`src/rtl/score_engine_if.sv`:
```
// score_engine_if
// ---------------
// Bundles the game-side signals of the scoring engine. The game controller
// (master) drives the lane pulses and game-state controls; the engine
// (slave) drives the score state and the BCD conversion result.
//
// Signals:
//   hit        [LANES]    per-lane note-hit pulse
//   miss       [LANES]    per-lane note-missed pulse
//   clear                 new-game clear, one cycle
//   freeze                game over, hit/miss ignored while high
//   score      [SCORE_W]  current score
//   combo      [COMBO_W]  current consecutive-hit count
//   max_combo  [COMBO_W]  best combo since reset/clear
//   multiplier [3]        current multiplier
//   bcd        [20]       score as 5 BCD digits, [19:16] = ten-thousands
//   bcd_busy              converter running, bcd holds the previous value
interface score_engine_if #(
    parameter int LANES   = 8,
    parameter int SCORE_W = 17,
    parameter int COMBO_W = 8
);
    logic [LANES-1:0]   hit;
    logic [LANES-1:0]   miss;
    logic               clear;
    logic               freeze;
    logic [SCORE_W-1:0] score;
    logic [COMBO_W-1:0] combo;
    logic [COMBO_W-1:0] max_combo;
    logic [2:0]         multiplier;
    logic [19:0]        bcd;
    logic               bcd_busy;

    modport master (
        output hit, miss, clear, freeze,
        input  score, combo, max_combo, multiplier, bcd, bcd_busy
    );

    modport slave (
        input  hit, miss, clear, freeze,
        output score, combo, max_combo, multiplier, bcd, bcd_busy
    );
endinterface

```
`src/rtl/score_engine.sv`:
```
// score_engine
// ------------
// Rhythm-game scoring engine. Accepts per-lane hit/miss pulses from LANES
// note lanes and keeps score, combo, multiplier and best combo. A sequential
// double-dabble converter turns the score into 5 BCD digits for the 7-segment
// driver; scoring never waits on the converter.
//
// Ports:
//   CLOCK_25  in   system clock, the only clock
//   rst       in   synchronous active-high reset
//   bus       slave modport of score_engine_if (hit/miss/clear/freeze in,
//                  score/combo/max_combo/multiplier/bcd/bcd_busy out)
//
// Configuration macro:
//   SCORE_ENGINE_COMBO_EN  defined: combo, max_combo and multiplier active.
//                          undefined: combo/max_combo stay 0, multiplier stays
//                          1, score adds one point per valid hit.
module score_engine #(
    parameter int LANES       = 8,
    parameter int SCORE_W     = 17,
    parameter int SCORE_MAX   = 99999,
    parameter int COMBO_W     = 8,
    parameter int COMBO_SHIFT = 3,
    parameter int MULT_MAX    = 4
) (
    input  logic          CLOCK_25,
    input  logic          rst,
    score_engine_if.slave bus
);
    localparam int NH_W  = $clog2(LANES + 1);
    localparam int SUM_W = SCORE_W + 4;
    localparam int CNT_W = (SCORE_W > 1) ? $clog2(SCORE_W) : 1;

    localparam logic [0:0] ST_IDLE  = 1'b0;
    localparam logic [0:0] ST_SHIFT = 1'b1;

    // ---------------------------------------------------------------
    // Scoring datapath
    // ---------------------------------------------------------------
    logic [SCORE_W-1:0] score_q, score_d;
    logic [COMBO_W-1:0] combo_q, combo_d;
    logic [COMBO_W-1:0] max_combo_q, max_combo_d;
    logic [2:0]         mult_q, mult_d;
    logic               chg_q, chg_d;

    logic [LANES-1:0]   vh;
    logic [NH_W-1:0]    nh;
    logic [SUM_W-1:0]   score_sum;
    logic [SCORE_W-1:0] score_acc;
    logic [COMBO_W-1:0] combo_acc;
    logic [COMBO_W-1:0] max_acc;
    logic [2:0]         mult_acc;
    int                 mult_calc;

`ifdef SCORE_ENGINE_COMBO_EN
    localparam int                 CS_W      = COMBO_W + NH_W;
    localparam logic [COMBO_W-1:0] COMBO_SAT = '1;
    logic [CS_W-1:0] combo_sum;
`endif

    always_comb begin
        // miss wins over hit on the same lane
        vh = bus.hit & ~bus.miss;
        nh = '0;
        for (int i = 0; i < LANES; i++) begin
            nh = nh + NH_W'(vh[i]);
        end

        // Widened sum so the saturation compare cannot be fooled by wrap.
        score_sum = SUM_W'(score_q) + SUM_W'(nh) * SUM_W'(mult_q);
        score_acc = (score_sum > SUM_W'(SCORE_MAX)) ? SCORE_W'(SCORE_MAX)
                                                    : score_sum[SCORE_W-1:0];

`ifdef SCORE_ENGINE_COMBO_EN
        combo_sum = CS_W'(combo_q) + CS_W'(nh);
        if (|bus.miss) begin
            combo_acc = '0;
        end else if (combo_sum > CS_W'(COMBO_SAT)) begin
            combo_acc = COMBO_SAT;
        end else begin
            combo_acc = combo_sum[COMBO_W-1:0];
        end
`else
        // With combo held at 0 the multiplier below folds to a constant 1.
        combo_acc = '0;
`endif

        mult_calc = 1 + int'(combo_acc >> COMBO_SHIFT);
        mult_acc  = (mult_calc > MULT_MAX) ? 3'(MULT_MAX) : 3'(mult_calc);
        max_acc   = (combo_acc > max_combo_q) ? combo_acc : max_combo_q;

        if (bus.clear) begin
            score_d     = '0;
            combo_d     = '0;
            max_combo_d = '0;
            mult_d      = 3'd1;
        end else if (bus.freeze) begin
            score_d     = score_q;
            combo_d     = combo_q;
            max_combo_d = max_combo_q;
            mult_d      = mult_q;
        end else begin
            score_d     = score_acc;
            combo_d     = combo_acc;
            max_combo_d = max_acc;
            mult_d      = mult_acc;
        end

        // Tells the converter, one edge later, that a new score exists.
        chg_d = (score_d != score_q);
    end

    // ---------------------------------------------------------------
    // Sequential binary-to-BCD converter (double dabble)
    // ---------------------------------------------------------------
    logic [0:0]         state_q, state_d;
    logic [CNT_W-1:0]   cnt_q, cnt_d;
    logic [19:0]        dd_bcd_q, dd_bcd_d;
    logic [SCORE_W-1:0] dd_bin_q, dd_bin_d;
    logic [19:0]        bcd_q, bcd_d;
    logic               pending_q, pending_d;

    logic [19:0]        dd_adj;
    logic [19:0]        dd_step_bcd;
    logic [SCORE_W-1:0] dd_step_bin;

    // Add-3 correction on every digit that is 5 or more before the shift.
    generate
        for (genvar gi = 0; gi < 5; gi++) begin : g_digit
            assign dd_adj[gi*4 +: 4] = (dd_bcd_q[gi*4 +: 4] >= 4'd5)
                                     ? dd_bcd_q[gi*4 +: 4] + 4'd3
                                     : dd_bcd_q[gi*4 +: 4];
        end
    endgenerate

    assign dd_step_bcd = (dd_adj << 1) | {19'd0, dd_bin_q[SCORE_W-1]};
    assign dd_step_bin = dd_bin_q << 1;

    always_comb begin
        state_d   = state_q;
        cnt_d     = cnt_q;
        dd_bcd_d  = dd_bcd_q;
        dd_bin_d  = dd_bin_q;
        bcd_d     = bcd_q;
        pending_d = pending_q;

        if (bus.clear) begin
            // Abort any running conversion; the cleared score is converted next.
            state_d   = ST_IDLE;
            pending_d = 1'b1;
        end else begin
            case (state_q)
                ST_IDLE: begin
                    if (chg_q || pending_q) begin
                        dd_bin_d  = score_q;
                        dd_bcd_d  = '0;
                        cnt_d     = '0;
                        pending_d = 1'b0;
                        state_d   = ST_SHIFT;
                    end
                end
                ST_SHIFT: begin
                    dd_bcd_d = dd_step_bcd;
                    dd_bin_d = dd_step_bin;
                    cnt_d    = cnt_q + CNT_W'(1);
                    // A score change mid-conversion is never lost: the
                    // current (stale) result still lands, then we rerun.
                    if (chg_q) begin
                        pending_d = 1'b1;
                    end
                    if (cnt_q == CNT_W'(SCORE_W - 1)) begin
                        bcd_d   = dd_step_bcd;
                        state_d = ST_IDLE;
                    end
                end
                default: state_d = ST_IDLE;
            endcase
        end
    end

    always_ff @(posedge CLOCK_25) begin
        if (rst) begin
            score_q     <= '0;
            combo_q     <= '0;
            max_combo_q <= '0;
            mult_q      <= 3'd1;
            chg_q       <= 1'b0;
            state_q     <= ST_IDLE;
            cnt_q       <= '0;
            dd_bcd_q    <= '0;
            dd_bin_q    <= '0;
            bcd_q       <= '0;
            pending_q   <= 1'b0;
        end else begin
            score_q     <= score_d;
            combo_q     <= combo_d;
            max_combo_q <= max_combo_d;
            mult_q      <= mult_d;
            chg_q       <= chg_d;
            state_q     <= state_d;
            cnt_q       <= cnt_d;
            dd_bcd_q    <= dd_bcd_d;
            dd_bin_q    <= dd_bin_d;
            bcd_q       <= bcd_d;
            pending_q   <= pending_d;
        end
    end

    assign bus.score      = score_q;
    assign bus.combo      = combo_q;
    assign bus.max_combo  = max_combo_q;
    assign bus.multiplier = mult_q;
    assign bus.bcd        = bcd_q;
    assign bus.bcd_busy   = (state_q == ST_SHIFT);

endmodule

```
`src/flat_wrapper.sv`:
```
// flat-port wrapper written by rule: the top's interface ports become plain ports
module score_engine_flat 
#(
    parameter int LANES       = 8,
    parameter int SCORE_W     = 17,
    parameter int SCORE_MAX   = 99999,
    parameter int COMBO_W     = 8,
    parameter int COMBO_SHIFT = 3,
    parameter int MULT_MAX    = 4
)
  (CLOCK_25, rst, bus_hit, bus_miss, bus_clear, bus_freeze, bus_score, bus_combo, bus_max_combo, bus_multiplier, bus_bcd, bus_bcd_busy);
  score_engine_if #(.LANES(LANES), .SCORE_W(SCORE_W), .COMBO_W(COMBO_W)) bus_i ();
  input  logic CLOCK_25;
  input  logic rst;
  input wire logic [$bits(bus_i.hit)-1:0] bus_hit;
  input wire logic [$bits(bus_i.miss)-1:0] bus_miss;
  input wire logic [$bits(bus_i.clear)-1:0] bus_clear;
  input wire logic [$bits(bus_i.freeze)-1:0] bus_freeze;
  output wire logic [$bits(bus_i.score)-1:0] bus_score;
  output wire logic [$bits(bus_i.combo)-1:0] bus_combo;
  output wire logic [$bits(bus_i.max_combo)-1:0] bus_max_combo;
  output wire logic [$bits(bus_i.multiplier)-1:0] bus_multiplier;
  output wire logic [$bits(bus_i.bcd)-1:0] bus_bcd;
  output wire logic [$bits(bus_i.bcd_busy)-1:0] bus_bcd_busy;
  assign bus_i.hit = bus_hit;
  assign bus_i.miss = bus_miss;
  assign bus_i.clear = bus_clear;
  assign bus_i.freeze = bus_freeze;
  assign bus_score = bus_i.score;
  assign bus_combo = bus_i.combo;
  assign bus_max_combo = bus_i.max_combo;
  assign bus_multiplier = bus_i.multiplier;
  assign bus_bcd = bus_i.bcd;
  assign bus_bcd_busy = bus_i.bcd_busy;
  score_engine #(.LANES(LANES), .SCORE_W(SCORE_W), .SCORE_MAX(SCORE_MAX), .COMBO_W(COMBO_W), .COMBO_SHIFT(COMBO_SHIFT), .MULT_MAX(MULT_MAX)) u_core (.CLOCK_25(CLOCK_25), .rst(rst), .bus(bus_i));
endmodule
```
`config.mk`:
```
export PLATFORM = sky130hd
export DESIGN_NAME = score_engine_flat
export DESIGN_NICKNAME = d
export VERILOG_FILES = /design/src/rtl/score_engine_if.sv /design/src/rtl/score_engine.sv /design/src/flat_wrapper.sv
export SDC_FILE = /design/constraint.sdc
export NUM_CORES = 1
export LEC_CHECK = 0
export CORE_MARGIN = 5
export CORE_UTILIZATION = 50
export DETAILED_ROUTE_END_ITERATION = 10
export DONT_BUFFER_PORTS = 1
export PLACE_DENSITY_LB_ADDON = 0.1
export SLEW_MARGIN = 10
export SYNTH_ARGS = -nofsm -noshare
export SYNTH_HDL_FRONTEND = slang
export SYNTH_SLANG_ARGS = --single-unit
```
`constraint.sdc`:
```
create_clock -name CLOCK_25 -period 7.4 [get_ports CLOCK_25]
set_input_delay 0 -clock CLOCK_25 [delete_from_list [all_inputs] [get_ports CLOCK_25]]
set_output_delay 0 -clock CLOCK_25 [all_outputs]
set_load 0.03 [all_outputs]
```
; Word level (Yosys, flattened, before mapping)
; Index checks and enable logic that the tools add are counted.
[classes]
addsub = 14
n_mul = 0
div = 0
order_cmp = 6
n_eq_ne = 5
shifts = 0
mux = 21
n_bitwise = 5
reduce_logical = 5
[ops]
columns = cell, n
row1 = $mux 17, 4
row2 = $pmux 20 s2, 1
row3 = $pmux 17 s2, 1
row4 = $add 4x1->4, 6
row5 = $gt 21x17->1 const B, 1
row6 = $ge 4x3->1 const B, 5
row7 = $mux 20, 1
row8 = $or 20x1->20, 1
row9 = $add 17x4->18, 1
row10 = $ne 17x17->1, 1
row11 = $add 4x2->4 const B, 4
row12 = $mux 4, 4
row13 = $pmux 5 s2, 1
row14 = $and 8x8->8, 1
row15 = $not 8->8, 1
row16 = $ne 3x2->1 const B, 2
row17 = $add 5x1->5 const B, 1
row18 = $eq 5x5->1 const B, 1
row19 = $mux 1, 5
row20 = $mux 5, 1
row21 = $pmux 1 s2, 2
row22 = $reduce_and 2->1, 2
row23 = $add 3x2->3 const B, 1
row24 = $mux 3, 1
row25 = 6 further kinds, 7
[word_totals]
regBits = 82
latch_bits = 0
ram_bits = 0
rom_bits = 0
in_bits = 20
output_inout_bits = 57
wordCells = 64
memories = 0

; Depth between registers and ports, before layout
[logic_depth]
depth_word = 15
mapped_depth = 22
depth_no_buf = 20

; Least setup slack after synthesis
; Ideal clock, no wire load.
[synth_timing]
path_kind = input -> register
start = input port bus_hit[0]
end = register u_core.chg_q
setup_time_ns = 0.138
arrival_time_ns = 4.993
required_ns = 7.262
path_slack_ns = 2.268
path_stages = 20
n_path_buf = 1
path_cell_list = nor2b_1 -> ha_1 -> inv_1 -> fa_1 -> fa_1 -> inv_1 -> fa_1 -> inv_1 -> fa_1 -> fa_1 -> nand2b_1 -> a21oi_1 -> nand4_1 -> xor2_1 -> a32o_2 -> a21o_1 -> buf_6 -> a2111o_1 -> a2111oi_2 -> a41oi_1
[synth_between]
elab_chain_cells = 14
[synth_lines]
columns = item, line_no
row1 = from (decl), flat_wrapper.sv:15  ; input wire logic [$bits(bus_i.hit)-1:0] bus_hit;
row2 = $and 8x8->8 (*), score_engine.sv:63  ; vh = bus.hit & ~bus.miss;
row3 = $add 1x1->2 (*), score_engine.sv:66  ; nh = nh + NH_W'(vh[i]);
row4 = $add 4x1->4 (*) (6 in series), score_engine.sv:66
row5 = $add 17x4->18 (*), score_engine.sv:70  ; score_sum = SUM_W'(score_q) + SUM_W'(nh) * SUM_W'(mult_q);
row6 = $gt 21x17->1, score_engine.sv:71  ; score_acc = (score_sum > SUM_W'(SCORE_MAX)) ? SCORE_W'(SCORE_MAX)
row7 = $mux 17 (*), score_engine.sv:71
row8 = $mux 17 (*), score_engine.sv:97  ; end else if (bus.freeze) begin
row9 = $mux 17 (*), score_engine.sv:92  ; if (bus.clear) begin
row10 = $ne 17x17->1 (*), score_engine.sv:110  ; chg_d = (score_d != score_q);
row11 = to (signal assigned), score_engine.sv:199  ; chg_q <= chg_d;
row12 = to (decl), score_engine.sv:44  ; logic chg_q, chg_d;
; Every way passes the cells marked *; elsewhere a longest branch is shown, timed or not.
; A chain may end at the register's enable or synchronous reset.

; Worst setup path after layout
; Same ends and word-level chain as after synthesis.

==> summary.md <==
| Metric | Value |
|---|---|
| Setup slack, reg-to-reg | `between 2 and 3 ns` |
| Slew Viols, Final | `0` |
| Worst Path Max Fanout | `11` |
| All-layer global routing usage | `0.212` |
| Top cells by area, synth | `dfxtp_1 32%, nor2_1 5.9%, a21oi_1 5.2%` |
| Slew headroom | `0.231` |
| WL/cell | `about 17 um` |
| Maxcap violations | `0` |
| Worst Path Class, Setup | `in -> reg` |
| Die Y | `between 100 and 150 um` |
| PwrDens | `177 mW/mm2` |
| Drt drc | `0` |
| Syn avg cell area | `between 7 and 8 um2` |
| Clk sink count | `82` |
| Vias in the first global route | `4253` |
| Synth Instances | `between 600 and 700` |
| N_diodes | `0` |
| Number of cells on the critical path | `19` |
| FFs w/ async S/R, synth | `0` |
| Total gr overflow | `0` |
| Die Wd | `around 110 um` |
| Post-synthesis sequential area ratio | `0.325` |
| Hold depth | `2` |
| Setup Skew | `roughly 0.0061 ns` |
| Detailed Routing Iterations Pass 1 | `7` |
| # IOs | `a little under 80` |
| HPWL after detailed placement | `roughly 9000 um` |
| Wirelength, routed | `13000 um` |
| Peak VDD IR | `0.122 mV` |
| Global-route wire length before repair | `between 20000 and 25000 um` |
| Synthesized area | `slightly above 0.005 mm2` |
| Final setup vio count | `0` |
| Number of cells after detailed placement | `730` |
| TritonCTS clock tree | `yes` |
| Status | `complete, no violations` |
| Slew @ Worst Pin | `roughly 1.2 ns` |
| Initial antenna violation count | `0` |
| Die area | `0.0122 mm2` |
| CP top delay family | `adder cells` |
| DR iter-0 viols | `about 340` |
| Filler cells | `between 900 and 1000` |
| Final Instance Count excl. Fillers | `between 700 and 800` |
| Netlist cell types | `60` |
| Startpoint Class | `input port` |
| Number of port buffers | `0` |
| Hold path start | `bus_freeze` |
| Clk buf depth | `2` |
| Clock Latency Late Sink | `around 0.35 ns` |
| Nets | `between 600 and 700` |
| Root Driver | `clkbuf_8` |
| Layout cells sized above 1 | `0.0550` |
| Fmax achieved | `175 MHz` |
| Top_reg_cell synth | `dfxtp_1` |
| Largest net degree at the start of global routing | `64` |
| Crit path DAT | `roughly 5.9 ns` |
| Synthesis Warnings | `0` |
| #FFs+latches synth | `82` |
| Post-synth EDFFs | `0` |
| Setup TNS | `0 ns` |
| Pre-CTS WS | `between 1 and 1.5 ns` |
| Post-route design area | `between 0.005 and 0.006 mm2` |
| Worst R2R Path Depth | `12` |
| Top cell by count, worst path | `fa_1` |
| P&R area growth vs syn | `3.12%` |
| CTS Buf Count | `9` |
| CP Cell Sequence | `nor2b_1 -> ha_1 -> inv_1 -> fa_1 -> fa_1 -> inv_1 -> fa_1 -> inv_1 -> fa_1 -> fa_1 -> nand2b_1 -> a21oi_1 -> nand4_1 -> xor2_1 -> a32o_2 -> a21o_1 -> a2111o_1 -> a2111oi_2 -> a41oi_1` |
| Synth area leader | `dfxtp_1` |
| Core area | `0.00982 mm2` |
| PnR worst setup slack | `between 1.5 and 2 ns` |
| Worst Hold Slack | `approximately 0.064 ns` |
| Worst r2r dst | `u_core.chg_q` |
| Slowest-stage cell, CP | `a21oi_1` |
| H-tree depth | `3` |
| RSZ-0062 raised after global routing | `no` |
| Final period demand of the worst path | `~5.7 ns` |
| Detail Route Antenna Nets | `0` |
| Period Utilization, post-route | `0.770` |
| GPL Wtd Cong | `between 0.9 and 1` |
| Worst setup EP type | `flop` |
| Slowest cell delay on critical path | `roughly 0.67 ns` |
| Vias post-DR | `between 4000 and 5000` |
| Final hold viol count | `0` |
| CP bufs+invs | `3` |
| Top-area cell type share of the netlist area | `0.325` |
| Hold Path End | `u_core.bus.score[3]` |
| Lkg Pwr | `1.74 nW` |
| Worst R2R Start | `u_core.bus.score[0]` |
| Initial Util | `0.515` |
| Placed cell area | `around 0.005 mm2` |
| Post-cts repair resize count | `0` |
| Clock transition at path regs | `about 0.08 ns` |
| Hold crit path type | `in -> reg` |
| Row count | `36` |
| CP required | `7.62 ns` |
| Via-per-instance ratio | `~5.9` |
## metrics by stage
step | util | total power, mW
final | 0.531 | 0.923
after floorplan | - | 0.607
after global routing | 0.531 | 0.972
after detailed placement | 0.506 | 0.620
after global placement | 0.506 | 0.616
after CTS | 0.531 | 0.931
## layout by cell type, fill, tap and decap left out, types with 4 or more instances in the layout
cell / Yosys / routed
a211oi_1: 30 / 30
a21o_1: 13 / 13
a21oi_1: 52 / 52
a22oi_1: 19 / 19
a311oi_1: 8 / 8
a31oi_1: 6 / 6
and2_1: 4 / 4
buf_4: 22 / 4
clkbuf_8: 0 / 9
conb_1: 2 / 19
dfxtp_1: 82 / 82
dlygate4sd3_1: 0 / 4
fa_1: 5 / 5
ha_1: 20 / 20
inv_1: 25 / 25
mux2i_1: 17 / 17
nand2_1: 53 / 53
nand2b_1: 12 / 12
nand3_1: 17 / 17
nand4_1: 7 / 7
nor2_1: 80 / 80
nor2b_1: 8 / 8
nor3_1: 23 / 23
nor3b_1: 6 / 6
nor4_1: 7 / 7
o211ai_1: 4 / 4
o21ai_0: 18 / 17
o22ai_1: 4 / 4
or2_2: 5 / 5
xnor2_1: 8 / 8
xor2_1: 9 / 9
## worst max path at each step
stage | from | endpoint
after detailed placement | bus_hit[0] | u_core.chg_q
after global placement | bus_hit[0] | u_core.chg_q
after global routing | bus_hit[0] | u_core.chg_q
after CTS | bus_hit[0] | u_core.chg_q
after floorplan | bus_hit[0] | u_core.chg_q
final | bus_hit[0] | u_core.chg_q
## cells in the mapped netlist, drive strengths merged (2+ instances only)
| library cell | count |
|---|---|
| inv | 25 |
| ha | 20 |
| nor2b | 8 |
| nor4 | 8 |
| o21a | 3 |
| a22oi | 19 |
| nor2 | 80 |
| a311oi | 8 |
| or2 | 5 |
| nor3 | 23 |
| xor2 | 9 |
| nand2 | 53 |
| o21ai | 19 |
| nor3b | 6 |
| a2111oi | 2 |
| nand4 | 7 |
| dfxtp | 82 |
| nand3 | 18 |
| a31oi | 6 |
| xnor2 | 8 |
| a211oi | 30 |
| mux2i | 17 |
| a21oi | 52 |
| and3 | 3 |
| o22ai | 4 |
| and2 | 4 |
| a21o | 13 |
| buf | 36 |
| conb | 2 |
| a22o | 2 |
| clkbuf | 29 |
| a221oi | 2 |
| o211ai | 4 |
| nand2b | 13 |
| fa | 5 |
## per-layer routing
metal,GRT usage,up-vias,share of wire
met1,0.300,2095,0.47
met4,0.0624,0,0.016
met2,0.320,162,0.44
met3,0.0476,25,0.072
met5,0,-,0
li1,-,2184,-
## where the power goes
group          leakage, nW  internal (mW)  switching, mW
logic                0.996         0.0555         0.0922
registers            0.664          0.456         0.0169
clock network       0.0795          0.125          0.177
## flip-flops by register name, indices dropped and copies added, names as in the netlist
register             count
u_core.bus.bcd          20
u_core.bus.bcd_busy      1
u_core.bus.score        17
u_core.chg_q             1
u_core.cnt_q             5
u_core.dd_bcd_q         20
u_core.dd_bin_q         17
u_core.pending_q         1
## layout make-up
cell class                      count  area [um2]  area share
Multi-Input combinational cell    485        3030       0.582
Inverter                           26        97.6      0.0187
Tap cell                          133         166      0.0319
Timing Repair Buffer                9        97.6      0.0187
Clock buffer                       10         128      0.0245
Sequential cell                    82        1640       0.315
Clock inverter                      6        48.8     0.00937
## what timing repair did
action / in CTS / in global routing
setup endpoints to repair: 0 / 0
setup buffers: 0 / 0
hold buffers: 5 / 0
hold endpoints to repair: 82 / 0
## cell families after synthesis
kind of cell,share of synthesized area
xor+xnor,0.0295
buf+inv,0.0892
compound gates,0.229
fa+ha+maj,0.0693
other cells,0.00149
mux,0.0337
flops,0.325
simple gates,0.223
Note: power is estimated with default switching activity, not from simulation.
